`src/rtl/limit_counter.sv`:
```
// Enable-gated cycle counter: counts 0..limit after a start request, flags busy and pulses done.
// Optional macro LIMIT_COUNTER_AUTORESTART_EN lets DONE restart straight into a new job.
module limit_counter (
    input  logic        clk_i,
    input  logic        rst_n_i,
    input  logic        en_i,
    input  logic        clear_i,
    input  logic [15:0] limit_i,
    output logic        busy_o,
    output logic        done_o,
    output logic [15:0] count_o
);

    typedef enum logic [1:0] {
        IDLE = 2'd0,
        BUSY = 2'd1,
        DONE = 2'd2
    } state_t;

    state_t      state_q, state_d;
    logic [15:0] count_q, count_d;
    logic [15:0] limit_q, limit_d;
    logic [15:0] count_inc;

    assign count_inc = count_q + 16'd1;

    always_ff @(posedge clk_i or negedge rst_n_i) begin
        if (!rst_n_i) begin
            state_q <= IDLE;
            count_q <= '0;
            limit_q <= '0;
        end else begin
            state_q <= state_d;
            count_q <= count_d;
            limit_q <= limit_d;
        end
    end

    always_comb begin
        state_d = state_q;
        count_d = count_q;
        limit_d = limit_q;
        if (clear_i) begin
            state_d = IDLE;
            count_d = '0;
            limit_d = '0;
        end else begin
            unique case (state_q)
                IDLE: begin
                    if (en_i) begin
                        // A zero limit is latched too, so count_o == limit_q holds in DONE.
                        limit_d = limit_i;
                        count_d = '0;
                        state_d = (limit_i != 16'd0) ? BUSY : DONE;
                    end
                end
                BUSY: begin
                    if (en_i) begin
                        count_d = count_inc;
                        if (count_inc == limit_q) begin
                            state_d = DONE;
                        end
                    end
                end
                DONE: begin
                    state_d = IDLE;
`ifdef LIMIT_COUNTER_AUTORESTART_EN
                    if (en_i && (limit_i != 16'd0)) begin
                        limit_d = limit_i;
                        count_d = '0;
                        state_d = BUSY;
                    end
`endif
                end
                default: begin
                    state_d = IDLE;
                    count_d = '0;
                    limit_d = '0;
                end
            endcase
        end
    end

    assign busy_o  = (state_q == BUSY);
    assign done_o  = (state_q == DONE);
    assign count_o = count_q;

endmodule

```
`config.mk`:
```
export PLATFORM = sky130hd
export DESIGN_NAME = limit_counter
export DESIGN_NICKNAME = d
export VERILOG_FILES = /design/src/rtl/limit_counter.sv
export SDC_FILE = /design/constraint.sdc
export NUM_CORES = 1
export LEC_CHECK = 0
export BUFFER_PORTS_ARGS = -buffer_cell sky130_fd_sc_hd__buf_4
export CAP_MARGIN = 20
export CORE_AREA = 2 2 67 69
export CTS_CLUSTER_SIZE = 10
export DETAILED_ROUTE_END_ITERATION = 8
export DIE_AREA = 0 0 69 71
export PLACE_DENSITY = 0.76
export SLEW_MARGIN = 20
export SYNTH_ARGS = -nofsm -noshare
export SYNTH_HDL_FRONTEND = slang
export SYNTH_SLANG_ARGS = --single-unit
```
`constraint.sdc`:
```
create_clock -name clk_i -period 3.9 [get_ports clk_i]
set_input_delay 0.195 -clock clk_i [delete_from_list [all_inputs] [get_ports clk_i]]
set_output_delay 0.195 -clock clk_i [all_outputs]
set_load 0.03 [all_outputs]
```
==> flow_metrics.tcl, run 1 <==
set metrics [dict create \
    fin_crit_sh 0.7873 \
    placed_area_um2 2484 \
    maxSlewHeadroom 0.3110 \
    stdcell_count 321 \
    path_class "flop to flop" \
    p_clk_frac 0.372 \
    grt_pass1_vias 1884 \
    status "finished, violations left" \
    yosysUniqueCellTypes 49 \
    seqPwrFrac 0.393 \
    numCtsBuffers 5 \
    synth_edf_count 0 \
    cts_num_sinks 34 \
    yosysSeqAreaShare 0.3870 \
    netlist_instances 239 \
    critPathCaptureType "flop" \
    layout.nets 292 \
    yosysWarnings 0 \
    vdd_ir_drop_max_uv 263.7 \
    fin_crit_ns 3.071 \
    final_cell_mix "39 x buf_4, 34 x dfrtp_1, 28 x o21ai_0, 16 x a22o_1, 15 x nor2_1" \
    tightestPinTransition_ns 1.030 \
    cts.path.max_buffers 2 \
    post_drt_wl_per_cell_um 17.37 \
    area_growth_pct 19.69 \
    combPwrFrac 0.235 \
    grt_remaining_overflow 0 \
    synth_fp_nets 263 \
    cts_tree "done" \
    tns_ns 0 \
    vias 2023 \
    switchingPower_uw 310.5 \
    synth_top_area_cell "dfrtp_1" \
    synth_ff_type "dfrtp_1" \
    io_pins 38 \
    rsz0062_at_grt "no" \
    dp_cells 312 \
    routed_wl_um 5575 \
    clk_latency_ns 0.30 \
    antenna_found_initial 0 \
    synth.area.top_cells "dfrtp_1 39%, a22o_1 6.4%, o21ai_0 6.4%" \
    syn_avg_cell_area_um2 9.198 \
    min-delay-start "limit_i[11]" \
    die_w_um 69 \
    n_antenna_cell 0 \
    yosysTopAreaCellShare 0.3870 \
    max_freq_mhz 325.7 \
    cts-root-buf "clkbuf_8" \
    setup_viol 0 \
    skew_ns 0.004910 \
    synth-seq-cells 34 \
    drc_errors 1 \
    port_buffers 37 \
    rows 24 \
    dieArea_um2 4899 \
    track_usage 0.2374 \
    final_common_cell "buf_4" \
    intPower_uw 748.2 \
    dr.pass1.iters 6 \
    post-route-util 0.6259 \
    r2r_cells 7 \
    r2r_slack_ns 0.83 \
    crit_fanout 13 \
    critPathLaunchType "flop" \
    drt_iter0_markers 222 \
    ys_async_sr_fraction 1.000 \
    dp_hpwl_um 4037 \
    ant_nets 0 \
    hold_ws_ns 0.1191 \
    htreeDepth 2 \
    hp-class "input pin to flop" \
    whs_endpoint "limit_q[11]" \
    cp.arrival_ns 3.25 \
    finalHoldViolations 0 \
    core-area_um2 4204 \
    drv_slew 0 \
    routed_via_density 6.302 \
    syn_area_um2 2198 \
    fin_area_um2 2631 \
    swShare 0.2933 \
    gp_congestion 0.8970 \
    drive_above_1_share 0.2193 \
    required_ns 4.08 \
    cellPowerDensity_nw_per_um2 402.3 \
    grt_start_max_net_pins 35 \
    leakage_nw 1.194 \
    fp.dieH_um 71 \
    r2r_start "count_o[0]" \
    violations "design-rule violations" \
    max_cap_violations 0 \
    path_clk_slew_ns 0.08 \
    start_util 0.5229 \
    hold_path_depth 2 \
    grt_pass1_wl_um 9197 \
    worstReg2RegEnd "state_q[0]" \
]
-- kinds of logic after synthesis --
family / after synthesis / share of synthesized area
muxes: 3 / 0.01650
buffers and inverters: 26 / 0.04952
AOI/OAI and AO/OA: 80 / 0.2516
adders and majority gates: 4 / 0.02277
xor gates and xnor gates: 15 / 0.05976
DFF: 34 / 0.3870
and+or+nand+nor: 77 / 0.2129
-- power groups by stage --
stage	Sequential (mW)	Clock [mW]	Combinational, mW
final	0.416	0.394	0.248
after CTS	0.415	0.398	0.248
after global placement	0.420	0	0.242
after floorplan	0.415	0	0.171
after global routing	0.420	0.414	0.274
after detailed placement	0.421	0	0.245
-- cell type report --
cell class	count	area (um^2)
Clock inverter	3	68.82
Multi-Input combinational cell	179	1245
Timing Repair Buffer	40	302.8
Tap cell	52	65.06
Sequential cell	34	850.8
Fill cell	373	1573
Clock buffer	5	68.82
Inverter	8	30.03
-- how the worst max path moves through the flow --
| stage | start | endpoint | slack [ns] | depth (start not counted) |
|---|---|---|---|---|
| 6_report | count_o[0] | state_q[0] | 0.83 | 7 |
| 3_5_place_dp | count_o[0] | state_q[0] | 0.90 | 7 |
| 3_3_place_gp | count_o[0] | state_q[0] | 1.01 | 7 |
| 4_1_cts | count_o[0] | state_q[0] | 0.88 | 7 |
| 2_1_floorplan | count_o[0] | state_q[0] | 1.12 | 8 |
| 5_1_grt | count_o[0] | state_q[0] | 0.74 | 7 |
-- timing repair --
action / in CTS / in global routing
hold buffers: 1 / 0
hold endpoints to repair: 34 / 0
buffers inserted: 0 / 0
resized for setup: 0 / 0
-- Yosys cell counts (2+ instances only) --
cell,n
dfrtp_1,34
a22o_1,16
xnor2_1,6
nand3_2,2
nor3_1,3
xor2_1,9
ha_1,4
a22oi_1,2
nand4_1,8
nand3_1,5
o31ai_1,8
clkbuf_1,11
buf_2,6
and3_1,3
nor4_1,7
a21oi_1,7
inv_1,8
nor3b_1,2
nor2_1,15
a41o_1,2
a211o_1,3
nor2b_1,7
a31oi_1,3
nand2_1,12
o21ai_0,28
o211ai_1,3
a211oi_1,2
nand2b_1,2
-- flip-flops by register name (all words and copies together), names as in the netlist --
| signal | count |
|---|---|
| count_o | 16 |
| limit_q | 16 |
| state_q | 2 |
-- metal layers --
layer / up-vias / global-route usage / share of wire
met3: 16 / 0.04986 / 0.073
met5: - / 0 / 0
met1: 968 / 0.3172 / 0.44
li1: 954 / - / -
met2: 85 / 0.3729 / 0.46
met4: 0 / 0.1089 / 0.028
-- worst max-delay path, stage by stage, from the launching register on --
cell and delay (ns):
dfrtp_1 0.51, ha_1 0.32, nand3_1 0.40, nor4_1 0.68, xnor2_1 0.19, o211ai_1 0.11
or4_4 0.44, mux2_4 0.31
-- per-stage QoR --
step | power (mW) | setup WS, ns
floorplan | 0.5857 | 1.122
global placement | 0.6626 | 1.007
detailed placement | 0.6667 | 0.8990
CTS | 1.061 | 0.8806
global route | 1.108 | 0.7411
finish | 1.059 | 0.8294
Power figures use the tool's default switching activity.
==> inputs of run 2 (changes only) <==
==> constraint.sdc (replaced) <==
create_clock -name clk_i -period 3.1 [get_ports clk_i]
set_input_delay 0.155 -clock clk_i [delete_from_list [all_inputs] [get_ports clk_i]]
set_output_delay 0.155 -clock clk_i [all_outputs]
set_load 0.03 [all_outputs]
==> run 2 against run 1 <==
The run now ends clean. Largest cell class unchanged. Setup slack worse by 0.54 ns. Final area is 0.33% lower. Power is 11% higher. Worst hold slack worse by 0.024 ns. Critical path type unchanged. Final cell count is 1.6% higher. Sequential power is 25% higher. Clock skew is 0.0069 ns higher. Fmax is 9.2% higher. Die area stayed put. Largest power group unchanged. Flip-flop and latch count stayed put. Global-route usage is 0.17 points lower. Clock power is 15% lower.
==> flow_metrics.tcl, run 2 (same netlist as run 1, synthesis figures left out) <==
set metrics [dict create \
    final_cell_mix "44 x buf_4, 34 x dfrtp_1, 28 x o21ai_0, 16 x a22o_1, 15 x nor2_1" \
    vias 1985 \
    seqPwrFrac 0.441 \
    cellPowerDensity_nw_per_um2 449.1 \
    ant_nets 0 \
    worst_slack_ns 0.2873 \
    path_clk_slew_ns 0.08 \
    grt_pass1_wl_um 9197 \
    switchingPower_uw 371.1 \
    fin_crit_sh 0.9073 \
    grt_remaining_overflow 0 \
    status "finished clean" \
    dr.pass1.iters 4 \
    dp_hpwl_um 3902 \
    cp.arrival_ns 2.99 \
    cts_num_sinks 34 \
    tightestPinTransition_ns 0.8513 \
    rsz0062_at_grt "no" \
    drive_above_1_share 0.2299 \
    layout.nets 297 \
    grt_pass1_vias 1914 \
    drc_errors 0 \
    gp_congestion 0.8901 \
    post-route-util 0.6238 \
    max_freq_mhz 355.5 \
    finalHoldViolations 0 \
    routed_via_density 6.089 \
    drv_slew 0 \
    critPathCaptureType "flop" \
    max_cap_violations 0 \
    io_pins 38 \
    setup_viol 0 \
    port_buffers 37 \
    fin_area_um2 2623 \
    cts_tree "done" \
    numCtsBuffers 5 \
    leakage_nw 1.198 \
    antenna_found_initial 0 \
    crit_fanout 7 \
    htreeDepth 2 \
    die_w_um 69 \
    hp-class "input pin to flop" \
    routed_wl_um 5313 \
    final_common_cell "buf_4" \
    path_class "flop to flop" \
    cts_resized 0 \
    p_clk_frac 0.285 \
    placed_area_um2 2521 \
    core-area_um2 4204 \
    n_antenna_cell 0 \
    required_ns 3.28 \
    tns_ns 0 \
    cts-root-buf "clkbuf_8" \
    grt_start_max_net_pins 35 \
    skew_ns 0.01178 \
    rows 24 \
    maxSlewHeadroom 0.4325 \
    drt_iter0_markers 165 \
    critPathLaunchType "flop" \
    intPower_uw 806.7 \
    track_usage 0.2357 \
    dieArea_um2 4899 \
    area_growth_pct 19.29 \
    start_util 0.5229 \
    swShare 0.3150 \
    fp.dieH_um 71 \
    vdd_ir_drop_max_uv 336.2 \
    clk_latency_ns 0.29 \
    combPwrFrac 0.274 \
    cts.path.max_buffers 2 \
    postCtsSetupBuffers 0 \
    fin_crit_ns 2.813 \
    pre_cts_slack_ns 0.3185 \
    post_drt_wl_per_cell_um 16.30 \
]
## run 2: changes by cell type in the layout (fill, tap and decap cells not counted), sizes merged
cell    previous run  this run
buf               39        44
bufinv             2         0
clkbuf             5         7
## run 2: repair_timing
action / in CTS / in global routing
hold buffers: 1 / 0
hold endpoints to repair: 34 / 0
setup endpoints to repair: 0 / 0
## run 2: metrics by stage
stage | hold WS, ns | total power, mW | instances
2_1_floorplan | -0.1406 | 0.7369 | 239
3_3_place_gp | 0.1236 | 0.8420 | 317
3_5_place_dp | 0.1282 | 0.8483 | 317
4_1_cts | 0.08739 | 1.187 | 326
5_1_grt | 0.08088 | 1.249 | 326
6_report | 0.09525 | 1.178 | 326
## run 2: final timing paths
| path | depth (start not counted) | slack (ns) | to | from |
|---|---|---|---|---|
| min in group asynchronous | 2 | 0.34 | count_o[11] | rst_n_i |
| worst min register to register | 1 | 0.53 | limit_q[1] | limit_q[1] |
| max in group asynchronous | 2 | 2.45 | state_q[1] | rst_n_i |
| worst max-delay path | 8 | 0.29 | state_q[0] | count_o[1] |
| worst min-delay path | 2 | 0.1 | limit_q[12] | limit_i[12] |
| worst max register to register | 8 | 0.29 | state_q[0] | count_o[1] |
## run 2: power by group through the flow
stage                     Combinational (mW)  Sequential, mW  Clock [mW]
final                                  0.323           0.519       0.336
after floorplan                        0.215           0.522           0
after CTS                              0.325           0.518       0.345
after global routing                   0.359           0.525       0.366
after detailed placement               0.322           0.526           0
after global placement                 0.318           0.524           0
## run 2: layout make-up
type                       count  area (um^2)
clock buffer                   7        86.33
clock inverter                 1        5.005
fill                         369         1582
inverter                       8        30.03
multi-input combinational    179         1245
sequential                    34        850.8
tap                           52        65.06
timing repair buffer          45        340.3
## run 2: layer usage
layer | track usage | share of wire | vias to the layer above
li1 | - | - | 965
met1 | 0.3154 | 0.45 | 924
met2 | 0.3675 | 0.45 | 85
met3 | 0.05556 | 0.075 | 11
met4 | 0.1024 | 0.023 | 0
met5 | 0 | 0 | -
## run 2: critical path, stage by stage, from the launching register on
cell      delay (ns)
dfrtp_1         0.46
ha_1            0.30
nand3_1         0.25
buf_4           0.25
nor4_1          0.42
xnor2_1         0.18
o211ai_1        0.10
or4_4           0.44
mux2_4          0.30
==> inputs of run 3 (changes only) <==
--- a/config.mk
+++ b/config.mk
@@ -11,7 +11,7 @@
 export CTS_CLUSTER_SIZE = 10
 export DETAILED_ROUTE_END_ITERATION = 8
 export DIE_AREA = 0 0 69 71
-export PLACE_DENSITY = 0.76
+export PLACE_DENSITY = 0.81
 export SLEW_MARGIN = 20
 export SYNTH_ARGS = -nofsm -noshare
 export SYNTH_HDL_FRONTEND = slang
==> run 3 against run 2 <==
Wire length up 2.1%. Non-clock buffer count unchanged. Fmax up 1.4%. Clock power up 22%. Combinational power up 2%. Highest routed layer unchanged.
==> flow_metrics.tcl, run 3 (same netlist as run 1, synthesis figures left out) <==
set metrics [dict create \
    io_pins 38 \
    dieArea_um2 4899 \
    fillCellCount 364 \
    r2r_start "count_o[1]" \
    combPwrFrac 0.263 \
    drt_iter0_markers 204 \
    cp.arrival_ns 2.96 \
    hp-class "input pin to flop" \
    start_util 0.5229 \
    swShare 0.3124 \
    layout.nets 297 \
    leakage_nw 1.208 \
    gp_congestion 0.9307 \
    hold_ws_ns 0.08214 \
    rsz0062_at_grt "no" \
    routed_via_density 6.236 \
    cellPowerDensity_nw_per_um2 476.2 \
    antenna_found_initial 0 \
    p_clk_frac 0.325 \
    numCtsBuffers 5 \
    rows 24 \
    htreeDepth 2 \
    n_antenna_cell 0 \
    fp.dieH_um 71 \
    setup_viol 0 \
    drc_errors 0 \
    post-route-util 0.6280 \
    postCtsSetupBuffers 0 \
    fin_crit_ns 2.774 \
    drive_above_1_share 0.2336 \
    finalHoldViolations 0 \
    final_cell_mix "44 x buf_4, 34 x dfrtp_1, 28 x o21ai_0, 16 x a22o_1, 15 x nor2_1" \
    cts.path.max_buffers 2 \
    regArea_um2 850.8 \
    vdd_ir_drop_max_uv 321.7 \
    vias 2033 \
    critPathCaptureType "flop" \
    crit_fanout 8 \
    intPower_uw 864.3 \
    max_cap_violations 0 \
    cts_hold_buffers 1 \
    fin_crit_sh 0.8949 \
    cts-root-buf "clkbuf_8" \
    skew_ns 0.005956 \
    grt_remaining_overflow 0 \
    routed_wl_um 5423 \
    grt_pass1_wl_um 9156 \
    core-area_um2 4204 \
    r2r_cells 7 \
    maxSlewHeadroom 0.5489 \
    final_common_cell "buf_4" \
    drv_slew 0 \
    cts_num_sinks 34 \
    area_growth_pct 20.09 \
    switchingPower_uw 392.7 \
    dp_hpwl_um 4061 \
    multi_input_area_um2 1245 \
    status "finished clean" \
    ant_nets 0 \
    max_freq_mhz 360.5 \
    total_power_mw 1.257 \
    seqPwrFrac 0.412 \
    critPathLaunchType "flop" \
    tns_ns 0 \
    clk_latency_ns 0.30 \
    dr.pass1.iters 4 \
    required_ns 3.29 \
    hold_path_depth 2 \
    track_usage 0.2338 \
    path_class "flop to flop" \
    die_w_um 69 \
    grt_start_max_net_pins 35 \
    tightestPinTransition_ns 0.6705 \
    port_buffers 37 \
    post_drt_wl_per_cell_um 16.63 \
    grt_pass1_vias 1906 \
    cts_resized 0 \
    cts_tree "done" \
    min-delay-start "limit_i[2]" \
    critPathLaunch "count_o[1]" \
    path_clk_slew_ns 0.07 \
]
## run 3: cell count changes in the layout (fill, tap and decap cells not counted)
cell,delta
clkinv_2,+1
clkbuf_8,-1
clkbuf_1,-1
bufinv_16,+1
## run 3: path summary, 6_finish.rpt
kind	slack [ns]	end
worst min-delay path	0.08	limit_q[2]
worst max-delay path	0.33	state_q[0]
worst min register to register	0.53	limit_q[9]
worst max register to register	0.33	state_q[0]
max in group asynchronous	2.46	limit_q[9]
min in group asynchronous	0.33	count_o[12]
## run 3: layout make-up
| cell class | count | area share |
|---|---|---|
| Clock buffer | 5 | 0.02607 |
| Clock inverter | 3 | 0.01517 |
| Multi-Input combinational cell | 179 | 0.4716 |
| Timing Repair Buffer | 45 | 0.1289 |
| Sequential cell | 34 | 0.3223 |
| Tap cell | 52 | 0.02464 |
| Inverter | 8 | 0.01137 |
## run 3: through the flow
stage / std cells / worst slack (ns) / instance area [um^2]
3_3_place_gp: 317 / 0.4244 / 2521
5_1_grt: 326 / 0.1571 / 2640
6_report: 326 / 0.3258 / 2640
3_5_place_dp: 317 / 0.3277 / 2521
2_1_floorplan: 239 / 0.3223 / 2198
4_1_cts: 326 / 0.3272 / 2640
## run 3: power groups by stage
stage / sequential (mW) / clock, mW / combinational, mW
2_1_floorplan: 0.522 / 0 / 0.215
3_3_place_gp: 0.524 / 0 / 0.316
3_5_place_dp: 0.525 / 0 / 0.326
4_1_cts: 0.517 / 0.408 / 0.329
5_1_grt: 0.523 / 0.433 / 0.364
6_report: 0.518 / 0.409 / 0.331
## run 3: critical path, stage by stage (launching register included)
cell,delay [ns]
dfrtp_1,0.46
ha_1,0.28
nand3_1,0.27
o41ai_2,0.40
o31ai_1,0.11
a211o_1,0.28
or4_4,0.55
mux2_4,0.31
## run 3: per-layer routing
layer | wire length (um) | vias up | share of wire | GRT usage
li1 | - | 964 | - | -
met1 | 2378 | 966 | 0.44 | 0.3131
met2 | 2557 | 93 | 0.47 | 0.3675
met3 | 375 | 10 | 0.069 | 0.05556
met4 | 111 | 0 | 0.020 | 0.09586
met5 | 0 | - | 0 | 0
